==> src/rtl/stack_seq_pkg.sv <==
// Shared opcodes, FSM state encoding and default sizes for the stack op sequencer.
// Consumers: stack_seq_alu (STACK_SEQ_SATURATE_EN aware) and stack_op_sequencer.
package stack_seq_pkg;

    localparam int DEFAULT_DW    = 8;
    localparam int DEFAULT_DEPTH = 8;
    localparam int DEFAULT_CW    = 4;

    localparam logic [2:0] OP_NOP  = 3'd0;
    localparam logic [2:0] OP_PUSH = 3'd1;
    localparam logic [2:0] OP_POP  = 3'd2;
    localparam logic [2:0] OP_ADD  = 3'd3;
    localparam logic [2:0] OP_SUB  = 3'd4;
    localparam logic [2:0] OP_AND  = 3'd5;
    localparam logic [2:0] OP_DUP  = 3'd6;
    localparam logic [2:0] OP_RSVD = 3'd7;

    typedef enum logic [2:0] {
        ST_IDLE  = 3'd0,
        ST_TOS_A = 3'd1,
        ST_CAP_A = 3'd2,
        ST_TOS_B = 3'd3,
        ST_CAP_B = 3'd4,
        ST_WRITE = 3'd5
    } state_t;

endpackage

==> src/rtl/stack_seq_alu.sv <==
// Combinational binary operator r = b op a, where a is the former top of stack.
// STACK_SEQ_SATURATE_EN: ADD clamps to all-ones, SUB clamps to zero; otherwise wrap-around.
module stack_seq_alu
    import stack_seq_pkg::*;
#(
    parameter int DW = DEFAULT_DW
) (
    input  logic [2:0]    op_i,
    input  logic [DW-1:0] a_i,
    input  logic [DW-1:0] b_i,
    output logic [DW-1:0] r_o
);

`ifdef STACK_SEQ_SATURATE_EN
    localparam bit SATURATE = 1'b1;
`else
    localparam bit SATURATE = 1'b0;
`endif

    logic [DW:0] sum;
    logic [DW:0] diff;

    always_comb begin
        sum  = {1'b0, b_i} + {1'b0, a_i};
        diff = {1'b0, b_i} - {1'b0, a_i};
        r_o  = '0;
        case (op_i)
            // The extra top bit is carry for ADD and borrow for SUB.
            OP_ADD:  r_o = (SATURATE && sum[DW])  ? '1 : sum[DW-1:0];
            OP_SUB:  r_o = (SATURATE && diff[DW]) ? '0 : diff[DW-1:0];
            OP_AND:  r_o = b_i & a_i;
            default: r_o = '0;
        endcase
    end

endmodule

==> src/rtl/stack_op_sequencer.sv <==
// Stack-machine instruction sequencer issuing push/pop/tos strobes to an external Stack.
// STACK_SEQ_SATURATE_EN selects clamping ADD/SUB inside stack_seq_alu.
module stack_op_sequencer
    import stack_seq_pkg::*;
#(
    parameter int DEPTH = DEFAULT_DEPTH,
    parameter int DW    = DEFAULT_DW,
    parameter int CW    = DEFAULT_CW
) (
    input  logic          clk,
    input  logic          rst_n,
    input  logic          instr_valid,
    output logic          instr_ready,
    input  logic [2:0]    instr_op,
    input  logic [DW-1:0] instr_imm,
    output logic          push_sig,
    output logic          pop_sig,
    output logic          tos_sig,
    output logic [DW-1:0] push_data,
    input  logic [DW-1:0] out_data,
    output logic          result_valid,
    output logic [DW-1:0] result_data,
    output logic          err,
    output logic [CW-1:0] depth
);

    localparam logic [CW-1:0] DEPTH_C = CW'(DEPTH);
    localparam logic [CW-1:0] ONE_C   = CW'(1);
    localparam logic [CW-1:0] TWO_C   = CW'(2);

    state_t        state_q, state_d;
    logic [2:0]    op_q, op_d;
    logic [DW-1:0] a_q, a_d;
    logic [DW-1:0] push_data_q, push_data_d;
    logic [DW-1:0] result_q, result_d;
    logic [DW-1:0] alu_r;
    logic [CW-1:0] depth_q, depth_d;
    logic          push_q, push_d;
    logic          pop_q, pop_d;
    logic          tos_q, tos_d;
    logic          err_q, err_d;
    logic          accept;
    logic          reject;

    // Operand b is the Stack's top during CAP_B, i.e. the second entry (B).
    stack_seq_alu #(.DW(DW)) u_alu (
        .op_i (op_q),
        .a_i  (a_q),
        .b_i  (out_data),
        .r_o  (alu_r)
    );

    always_comb begin
        // NOTE: every signal written here gets a default first, so no path can infer a latch.
        state_d     = state_q;
        op_d        = op_q;
        a_d         = a_q;
        push_data_d = push_data_q;
        result_d    = result_q;
        err_d       = 1'b0;
        accept      = instr_valid && (state_q == ST_IDLE);
        reject      = 1'b0;

        case (instr_op)
            OP_PUSH:                reject = (depth_q == DEPTH_C);
            OP_POP:                 reject = (depth_q == '0);
            OP_ADD, OP_SUB, OP_AND: reject = (depth_q < TWO_C);
            OP_DUP:                 reject = (depth_q == '0) || (depth_q == DEPTH_C);
            OP_RSVD:                reject = 1'b1;
            default:                reject = 1'b0;
        endcase

        case (state_q)
            ST_IDLE: begin
                if (accept && reject) begin
                    err_d = 1'b1;
                end else if (accept) begin
                    op_d = instr_op;
                    case (instr_op)
                        OP_PUSH: begin
                            state_d     = ST_WRITE;
                            push_data_d = instr_imm;
                        end
                        OP_POP, OP_ADD, OP_SUB, OP_AND, OP_DUP: state_d = ST_TOS_A;
                        default:                                state_d = ST_IDLE;
                    endcase
                end
            end
            ST_TOS_A: state_d = ST_CAP_A;
            ST_CAP_A: begin
                a_d = out_data;
                if (op_q == OP_POP) begin
                    result_d = out_data;
                    state_d  = ST_IDLE;
                end else if (op_q == OP_DUP) begin
                    push_data_d = out_data;
                    state_d     = ST_WRITE;
                end else begin
                    state_d = ST_TOS_B;
                end
            end
            ST_TOS_B: state_d = ST_CAP_B;
            ST_CAP_B: begin
                push_data_d = alu_r;
                state_d     = ST_WRITE;
            end
            ST_WRITE: state_d = ST_IDLE;
            default:  state_d = ST_IDLE;
        endcase

        // Strobes are registered from the state being entered; depth moves with them.
        tos_d  = (state_d == ST_TOS_A) || (state_d == ST_TOS_B);
        pop_d  = (state_d == ST_CAP_B) || ((state_d == ST_CAP_A) && (op_q != OP_DUP));
        push_d = (state_d == ST_WRITE);

        depth_d = depth_q;
        if (push_d) begin
            depth_d = depth_q + ONE_C;
        end else if (pop_d) begin
            depth_d = depth_q - ONE_C;
        end
    end

    always_ff @(posedge clk) begin
        // NOTE: sequential state uses non-blocking assignments so every flop sees pre-edge values.
        if (!rst_n) begin
            state_q  <= ST_IDLE;
            op_q     <= OP_NOP;
            depth_q  <= '0;
            result_q <= '0;
            push_q   <= 1'b0;
            pop_q    <= 1'b0;
            tos_q    <= 1'b0;
            err_q    <= 1'b0;
        end else begin
            state_q  <= state_d;
            op_q     <= op_d;
            depth_q  <= depth_d;
            result_q <= result_d;
            push_q   <= push_d;
            pop_q    <= pop_d;
            tos_q    <= tos_d;
            err_q    <= err_d;
        end
    end

    // NOTE: operand and push-data registers are not reset; each is written before it is ever used.
    always_ff @(posedge clk) begin
        a_q         <= a_d;
        push_data_q <= push_data_d;
    end

    // The popped value is presented straight from the Stack during CAP_A, then held.
    assign result_valid = (state_q == ST_CAP_A) && (op_q == OP_POP);
    assign result_data  = result_valid ? out_data : result_q;

    assign instr_ready = (state_q == ST_IDLE);
    assign push_sig    = push_q;
    assign pop_sig     = pop_q;
    assign tos_sig     = tos_q;
    assign push_data   = push_data_q;
    assign err         = err_q;
    assign depth       = depth_q;

endmodule

==> config.mk <==
export PLATFORM = sky130hd
export DESIGN_NAME = stack_op_sequencer
export DESIGN_NICKNAME = d
export VERILOG_FILES = /design/src/rtl/stack_seq_pkg.sv /design/src/rtl/stack_seq_alu.sv /design/src/rtl/stack_op_sequencer.sv
export SDC_FILE = /design/constraint.sdc
export NUM_CORES = 1
export LEC_CHECK = 0
export BUFFER_PORTS_ARGS = -buffer_cell sky130_fd_sc_hd__clkbuf_2
export CORE_MARGIN = 2
export CORE_UTILIZATION = 51
export CTS_BUF_LIST = sky130_fd_sc_hd__clkbuf_4 sky130_fd_sc_hd__clkbuf_8
export DETAILED_ROUTE_END_ITERATION = 6
export GPL_ROUTABILITY_DRIVEN = 0
export PLACE_DENSITY = 0.8
export SYNTH_ARGS = -nofsm -noshare
export SYNTH_HDL_FRONTEND = slang
export SYNTH_SLANG_ARGS = --single-unit
==> constraint.sdc <==
create_clock -name clk -period 5.4 [get_ports clk]
set_clock_uncertainty 0.15 [all_clocks]
set_input_delay 0.81 -clock clk [delete_from_list [all_inputs] [get_ports clk]]
set_output_delay 0.81 -clock clk [all_outputs]
set_load 0.02 [all_outputs]
### Word-level counts from Yosys, hierarchy flattened

Cells that the tools add are included.

| operators by class | value |
|---|---|
| $add $sub $neg | 4 |
| mux-type cells | 18 |
| order comparisons | 1 |
| bitwise gates (word level) | 2 |
| equality and inequality tests | 28 |
| reduce and logical (&&, ||, !) cells | 17 |

Operators with widths:

| kind | count |
|---|---|
| 8-bit 2-to-1 mux | 6 |
| 8-bit case mux with 3 select lines | 2 |
| 3-bit equality test, second input constant | 10 |
| 3-bit by 2-bit equality test with 1-bit output, second input constant | 8 |
| 3-bit case mux with 5 select lines | 1 |
| 3-bit 2-to-1 mux | 4 |
| 3-bit by 1-bit equality test with 1-bit output, second input constant | 3 |
| 8-bit adder | 1 |
| 8-bit bitwise AND | 1 |
| 4-bit 2-to-1 mux | 2 |
| 8-bit subtractor | 1 |
| 2-bit inequality test, second input constant | 3 |
| 3-bit case mux with 2 select lines | 1 |
| 6-bit AND reduction | 1 |
| 1-bit case mux with 5 select lines | 1 |
| 5-bit OR reduction | 1 |
| 4-bit by 1-bit adder with 4-bit output, second input constant | 1 |
| 4-bit equality test, second input constant | 1 |
| 1-bit logical AND | 4 |
| 4-bit zero test | 1 |
| 4-bit by 2-bit less-than comparator with 1-bit output, second input constant | 1 |
| 2-bit by 1-bit inequality test with 1-bit output, second input constant | 2 |
| 2-bit AND reduction | 2 |
| 4-bit by 1-bit subtractor with 4-bit output, second input constant | 1 |
| other kinds (9) | 11 |

| word-level totals | value |
|---|---|
| input bits | 22 |
| output and inout port bits | 26 |
| word-level logic and storage cells | 80 |
| register bits | 38 |

### Depth between registers and ports, before layout

Gate-level depths: netlist of the first run.

| depth | value |
|---|---|
| depth after elaboration | 11 |
| gate-level depth with buffers | 14 |
| depth with buffers taken out | 13 |

### Hierarchy

Synthesis of the first run repeated with hierarchy kept, for this count alone.

| second synthesis, totals | value |
|---|---|
| cells, all modules | 278 |
| area, all modules | 2570.0 um2 |

By module, submodules not included:

| module | sequential area each (um2) | cells each | area an instance (um2) | times used |
|---|---|---|---|---|
| stack_op_sequencer | 920.9 | 197 | 1981.9 | 1 |
| stack_seq_alu | 0.0 | 81 | 588.1 | 1 |

### Worst setup path after synthesis of the first run

No wires, ideal clock.

| path | value |
|---|---|
| path type | input -> register |
| start | input port instr_op[2] |
| end | register depth_q[3] (netlist: depth[3]) |
| setup time | 0.124 ns |
| stages on the path | 13 |
| data required time | 5.126 ns |
| data arrival time | 3.100 ns |
| path buffers | 0 |
| slack | 2.027 ns |
| cell sequence | nor2_1 -> a2111oi_2 -> a21oi_2 -> nand3_2 -> o21ai_2 -> inv_1 -> ha_1 -> a21o_1 -> a21oi_1 -> nand3b_1 -> a31oi_1 -> mux2i_1 -> nand3_1 |

| between the ends | value |
|---|---|
| word-level cells in the longest chain between the ends | 10 |
| elaborated cells between the ends (all ways) | 22 |
| those cells by class | eq/ne: 10; mux: 6; reduce/logical: 6 |

Ends and longest elaborated chain:

| what | RTL line | RTL |
|---|---|---|
| start, declared | stack_op_sequencer.sv:14 | `input logic [2:0] instr_op,` |
| 3-bit by 2-bit equality test with 1-bit output / 3-bit equality test (equally long branches) | stack_op_sequencer.sv:64, stack_op_sequencer.sv:79 |  |
| 5-bit OR reduction / 3-bit OR reduction (equally long branches) | stack_op_sequencer.sv:79, stack_op_sequencer.sv:64 |  |
| 3-bit case mux with 2 select lines / 1-bit case mux with 5 select lines (equally long branches) | stack_op_sequencer.sv:79, stack_op_sequencer.sv:64 |  |
| 3-bit 2-to-1 mux / 1-bit logical AND (equally long branches) | stack_op_sequencer.sv:77, stack_op_sequencer.sv:75 |  |
| 3-bit 2-to-1 mux * | stack_op_sequencer.sv:75 | `if (accept && reject) begin` |
| 3-bit case mux with 5 select lines * | stack_op_sequencer.sv:73 | `case (state_q)` |
| 3-bit by 2-bit equality test with 1-bit output | stack_op_sequencer.sv:113 | `pop_d = (state_d == ST_CAP_B) \|\| ((state_d == ST_CAP_A) && (op_q != OP_DUP));` |
| 1-bit logical AND | stack_op_sequencer.sv:113 |  |
| 1-bit logical OR | stack_op_sequencer.sv:113 |  |
| 2-bit nonzero test (no line) | n/a |  |
| end signal, assigned | stack_op_sequencer.sv:138 | `depth_q <= depth_d;` |
| end, declared | stack_op_sequencer.sv:37 | `logic [CW-1:0] depth_q, depth_d;` |

Mark *: on every way between the ends. The rest lies on a longest branch, timed or not.
A chain may end at the register's enable or synchronous reset.

### Final worst setup path of the first run

Same ends and word-level chain as after synthesis.

==> results of run 1 <==
-- cells by family (layout without fill, tap and decap cells) --
kind of cell | count (synthesis) | in the layout | share of synthesized area, %
buffers and inverters | 21 | 71 | 3.97
flip-flops | 38 | 38 | 38.9
XOR/XNOR | 14 | 14 | 5.18
adder cells (fa/ha/maj) | 13 | 13 | 7.51
AND/OR/NAND/NOR | 81 | 81 | 20.6
AO/OA/AOI/OAI | 61 | 61 | 18.7
multiplexers | 10 | 10 | 5.03
-- synthesized netlist by cell type (2+ instances only) --
library cell / count
nand3b_1: 3
edfxtp_1: 16
mux2_4: 3
nand3_1: 5
nor2_4: 2
inv_1: 14
nor2b_1: 11
a21boi_0: 3
mux2_2: 3
o22a_1: 2
a31oi_1: 9
and2_1: 12
nand2_1: 17
a21o_1: 3
fa_1: 2
nor2_1: 5
nor3_1: 6
or3_1: 2
ha_1: 11
clkbuf_1: 3
xor2_1: 4
xnor2_1: 10
buf_6: 2
nand2_2: 2
a221o_1: 5
inv_2: 2
nand2b_1: 4
dfxtp_1: 22
a21oi_1: 13
o21ai_0: 7
o21a_1: 2
a211oi_1: 3
o22ai_1: 2
nand3_2: 2
mux2i_1: 4
-- sequential cells by signal (all words and copies together), names as in the netlist --
signal,count
a_q,8
push_data,8
result_q,8
depth,4
op_q,3
state_q,3
err,1
pop_sig,1
push_sig,1
tos_sig,1
-- power by group --
part / total [mW] / leakage, nW / internal, mW / switching (mW)
Combinational: 0.527 / 0.790 / 0.236 / 0.290
Sequential: 0.417 / 0.324 / 0.355 / 0.0622
Clock: 0.210 / 0.0523 / 0.114 / 0.0958
-- routing by layer --
layer / part of all wire, % / wire length, um / GRT usage, % / up-vias
met5: 0 / 0 / 0 / -
li1: - / - / - / 965
met2: 46 / 2250 / 32.4 / 46
met3: 5.1 / 249 / 5.56 / 6
met4: 0.95 / 46 / 5.87 / 0
met1: 47 / 2300 / 26.9 / 863
-- worst register-to-register path, delay by kind of cell, from the launching register on --
family                   cells  cell delay (ns)
AO/OA/AOI/OAI                5             1.24
AND/OR/NAND/NOR              5             0.89
flip-flops                   1             0.48
adder cells (fa/ha/maj)      1             0.31
buffers and inverters        1             0.18
multiplexers                 1             0.15
-- through the flow --
stage	instance area, sq um	power (mW)	hold WS (ns)
2_1_floorplan	2360	0.831	0.315
3_3_place_gp	2630	0.935	0.338
3_5_place_dp	2630	0.948	0.343
4_1_cts	2730	1.16	0.353
5_1_grt	2730	1.24	0.375
6_report	2730	1.15	0.350
-- worst min path at each step --
stage                       start       to  slack, ns  depth (start not counted)
after global routing      op_q[2]  op_q[2]       0.37                          2
after detailed placement  op_q[2]  op_q[2]       0.34                          2
after global placement    op_q[2]  op_q[2]       0.34                          2
after CTS                 op_q[2]  op_q[2]       0.35                          2
final                     op_q[2]  op_q[2]       0.35                          2
after floorplan           op_q[2]  op_q[2]       0.32                          2
-- area by class of cell --
cell class                      count  area (sq um)
Fill cell                         377          1690
Sequential cell                    38           921
Tap cell                           52          65.1
Multi-Input combinational cell    179          1350
Timing Repair Buffer               47           235
Clock buffer                        8          97.6
Inverter                           16          60.1
==> results.py, run 1 <==
metrics = {
    "status": {
        "status": "complete, no violations",
    },
    "floorplanning": {
        "dieWidth_um": 72.1,
        "die_y_um": 72.1,
        "start_util_pct": 53.6,
        "fp.coreArea_sq_mm": 0.00441,
        "row_count": 24,
        "dieArea_sq_mm": 0.00520,
        "ioPinCount": 48,
    },
    "synthesis": {
        "synth_cell_types": 57,
        "yosys.area.top_type": "edfxtp_1",
        "postSynthCellCount": 238,
        "yosysWarnings": 0,
        "synth_ff_type": "dfxtp_1",
        "netlist_top_cells_area": "edfxtp_1 (20%), dfxtp_1 (19%), ha_1 (5.8%)",
        "netlist_area_sq_mm": 0.00236,
        "synth_edf_count": 16,
        "synth.top_cell.area_share_pct": 20.3,
        "yosysSeqAreaShare_pct": 38.9,
        "synth_nets": 273,
        "syn_area_per_cell_sq_um": 9.94,
        "async_flop_share_pct": 0,
        "synth-seq-cells": 38,
    },
    "global_routing": {
        "grt_pass1_wl_um": 8020,
        "antenna_found_initial": 0,
        "grt_use_total_pct": 20.3,
        "grt_pass1_vias": 1705,
        "grt_max_degree": 27,
        "grt-ovfl-total": 0,
    },
    "clock_network": {
        "clk_pin_slew_ns": 0.07,
        "cts.sinks": 38,
        "cts_tree": "yes",
        "cts_inserted_buffers": 5,
        "postCtsHoldBufs": 0,
        "cts_setup_buffers": 0,
        "cts-resized-gates": 0,
        "clock_latency_ns": 0.29,
        "root_buffer": "clkbuf_8",
        "clock_path_buffers": 2,
        "htreeDepth": 2,
    },
    "worst_setup_path": {
        "path_depth": 14,
        "r2r_cells": 13,
        "end_kind": "flip-flop",
        "cp_num_buf_inv": 2,
        "r2r_start": "state_q[0]",
        "critPathMaxStageDelay_ns": 0.48,
        "reg2reg_to": "depth[3]",
        "cp_top_family": "compound AO/OA/AOI/OAI gates",
        "crit_path_top_delay_cell": "o21ai_2",
        "worstSetupPathType": "in -> reg",
        "arrival_ns": 3.69,
        "path_cells": "clkbuf_2, nor2_1, a2111oi_2, a21oi_2, nand3_2, o21ai_2, inv_1, ha_1, a21o_1, a21oi_1, nand3b_1, a31oi_1, mux2i_1, nand3_1",
        "cp.required_ns": 5.42,
        "startpoint": "instr_op[2]",
        "cp-start-kind": "input pin",
        "cp-endpoint": "depth[3]",
        "critical_path.max_fanout": 10,
        "reg2reg_slack_ns": 1.88,
    },
    "timing": {
        "tightest_slew_ns": 0.793,
        "maxSlewHeadroom_pct": 46.7,
        "finalHoldViolCount": 0,
        "max_freq_mhz": 273,
        "rsz0062_at_grt": "no",
        "period_needed_ns": 3.67,
        "setup_slack_ns": 1.73,
        "fin_crit_sh_pct": 67.9,
        "finalMaxSlewViolations": 0,
        "setup_violations": 0,
        "setup_tns_ns": 0,
    },
    "finish": {
        "fin_cells": 340,
        "final_common_cell": "clkbuf_2",
        "fin_nets": 322,
        "mostFrequentLayoutCells": "clkbuf_2 (47), dfxtp_1 (22), nand2_1 (17), edfxtp_1 (16), inv_1 (14)",
        "area_growth_pct": 15.4,
        "layout-drive-gt1-share_pct": 27.1,
        "fin_util_pct": 61.8,
        "diodes": 0,
    },
    "flow_run": {
        "cap_violations": 0,
    },
    "place": {
        "hpwl_um": 3730,
        "port_buffers": 47,
        "dp_cells": 332,
        "dpl_worst_slack_ns": 1.40,
    },
    "power": {
        "power_density_mw_per_mm2": 423,
        "p_leak_nw": 1.17,
        "ir_worst_vdd_mv": 0.220,
    },
    "drt": {
        "drt_iter0_markers": 98,
        "wl_um": 4840,
        "first_pass_iters": 4,
        "viasPerCell": 5.53,
        "wire_per_inst_um": 14.2,
        "route.detailed.drc": 0,
        "ant_nets": 0,
        "vias": 1880,
    },
    "worst_hold_path": {
        "min_path_type": "reg -> reg",
    },
}
Power figures use the tool's default switching activity.
==> inputs of run 2 (changes only) <==
==> constraint.sdc (replaced) <==
create_clock -name clk -period 3.7 [get_ports clk]
set_clock_uncertainty 0.15 [all_clocks]
set_input_delay 0.555 -clock clk [delete_from_list [all_inputs] [get_ports clk]]
set_output_delay 0.555 -clock clk [all_outputs]
set_load 0.02 [all_outputs]
==> run 2 against run 1 <==
Compared with the run above: global-route usage down 0.16 points; final cell count up 0.29%; non-clock buffer count increased by 1; register-to-register slack got worse by 1.3 ns; combinational power is 45% higher; first-iteration DRC count down 58%; via count grew 2.6%; sequential cell count unchanged; cell area up 0.14%; die area did not move; critical endpoint unchanged; highest routed layer unchanged.
==> results.py, run 2 (synthesized netlist as in run 1, its figures left out) <==
metrics = {
    "power": {
        "swShare_pct": 39.2,
        "ir_worst_vdd_mv": 0.316,
        "seq_power_share_pct": 36.5,
        "power_frac_comb_pct": 46.0,
        "p_leak_nw": 1.17,
        "power_density_mw_per_mm2": 610,
        "netSwitchingPower_mw": 0.653,
        "clkPwrFrac_pct": 17.6,
        "p_int_mw": 1.01,
    },
    "worst_setup_path": {
        "cp_num_buf_inv": 1,
        "path_cells": "nor3_2, nand2_1, a21oi_2, nand3_2, o21ai_2, inv_1, ha_1, a21o_1, a21oi_1, nand3b_1, a31oi_1, mux2i_1, nand3_1",
        "cp-start-kind": "flip-flop",
        "cp_top_family": "compound AO/OA/AOI/OAI gates",
        "end_kind": "flip-flop",
        "worstSetupPathType": "reg -> reg",
        "crit_path_top_delay_cell": "dfxtp_1",
        "critPathMaxStageDelay_ns": 0.49,
        "arrival_ns": 3.11,
        "cp.required_ns": 3.73,
        "critical_path.max_fanout": 15,
    },
    "place": {
        "port_buffers": 47,
        "hpwl_um": 3810,
    },
    "clock_network": {
        "cts_setup_buffers": 0,
        "cts_inserted_buffers": 5,
        "htreeDepth": 2,
        "cts.sinks": 38,
        "root_buffer": "clkbuf_8",
        "clock_latency_ns": 0.29,
        "clock_path_buffers": 2,
        "cts-resized-gates": 0,
        "cts_tree": "yes",
        "clk_pin_slew_ns": 0.08,
        "postCtsHoldBufs": 0,
    },
    "drt": {
        "ant_nets": 0,
        "wl_um": 4910,
        "wire_per_inst_um": 14.4,
        "vias": 1929,
        "viasPerCell": 5.66,
        "drt_iter0_markers": 41,
        "first_pass_iters": 4,
        "route.detailed.drc": 0,
    },
    "floorplanning": {
        "row_count": 24,
        "ioPinCount": 48,
        "dieArea_sq_mm": 0.00520,
        "fp.coreArea_sq_mm": 0.00441,
        "die_y_um": 72.1,
        "start_util_pct": 53.6,
        "dieWidth_um": 72.1,
    },
    "timing": {
        "max_freq_mhz": 324,
        "finalHoldViolCount": 0,
        "rsz0062_at_grt": "no",
        "maxSlewHeadroom_pct": 43.3,
        "setup_tns_ns": 0,
        "fin_crit_sh_pct": 83.3,
        "period_needed_ns": 3.08,
        "hold_ws_ns": 0.338,
        "setup_violations": 0,
        "tightest_slew_ns": 0.844,
        "finalMaxSlewViolations": 0,
    },
    "global_routing": {
        "grt_max_degree": 27,
        "grt_pass1_wl_um": 8140,
        "grt_pass1_vias": 1827,
        "grt_use_total_pct": 20.1,
        "grt-ovfl-total": 0,
        "antenna_found_initial": 0,
    },
    "status": {
        "status": "complete, no violations",
    },
    "worst_hold_path": {
        "min_path_type": "in -> reg",
    },
    "finish": {
        "diodes": 0,
        "final_common_cell": "clkbuf_2",
        "area_growth_pct": 15.6,
        "layout-drive-gt1-share_pct": 27.3,
        "fin_nets": 323,
        "mostFrequentLayoutCells": "clkbuf_2 (47), dfxtp_1 (22), nand2_1 (17), edfxtp_1 (16), inv_1 (14)",
    },
    "flow_run": {
        "cap_violations": 0,
    },
}
==> run 2: cell count changes in the layout (fill, tap and decap cells not counted), sizes merged <==
cell / change
buf: +1
clkbuf: -2
clkinv: +1
inv: +1
==> run 2: metal layers <==
metal | global-route usage (%) | part of all wire, % | vias up
met2 | 34.4 | 47 | 56
met3 | 4.31 | 5.3 | 9
li1 | - | - | 971
met4 | 6.92 | 1.6 | 0
met5 | 0 | 0 | -
met1 | 25.1 | 46 | 893
==> run 2: layout make-up <==
class / count / area (sq um)
multi-input cells: 179 / 1350
clock inverters: 2 / 11.3
clock buffers: 6 / 82.6
inverters: 16 / 60.1
well taps: 52 / 65.1
fillers: 377 / 1680
repair buffers: 48 / 243
flip-flops and latches: 38 / 921
==> run 2: worst reg2reg max path: stages (launching register included) <==
cell and delay, ns:
dfxtp_1 0.49, nor3_2 0.37, nand2_1 0.12, a21oi_2 0.28, nand3_2 0.17, o21ai_2 0.17, inv_1 0.10, ha_1 0.28
a21o_1 0.18, a21oi_1 0.25, nand3b_1 0.15, a31oi_1 0.05, mux2i_1 0.15, nand3_1 0.08
==> run 2: per-stage QoR <==
step	utilization [%]	total power, mW	cells	worst slack [ns]	area [sq um]
2_1_floorplan	-	1.21	238	0.582	2360
6_report	61.9	1.67	341	0.618	2730
4_1_cts	61.9	1.68	341	0.625	2730
5_1_grt	61.9	1.79	341	0.401	2730
3_3_place_gp	59.8	1.36	333	0.553	2640
3_5_place_dp	59.8	1.38	333	0.413	2640
==> run 2: final timing paths <==
kind | from | endpoint | slack, ns | cells after the start
min | out_data[0] | a_q[0] | 0.34 | 1
min reg2reg | state_q[2] | state_q[1] | 0.38 | 1
max reg2reg | state_q[0] | depth[3] | 0.62 | 13
max | state_q[0] | depth[3] | 0.62 | 13
==> run 2: power by group through the flow <==
stage	logic (mW)	registers [mW]	clock network, mW
CTS	0.770	0.607	0.303
global placement	0.750	0.613	0
global route	0.852	0.622	0.318
floorplan	0.586	0.626	0
finish	0.766	0.608	0.293
detailed placement	0.768	0.616	0
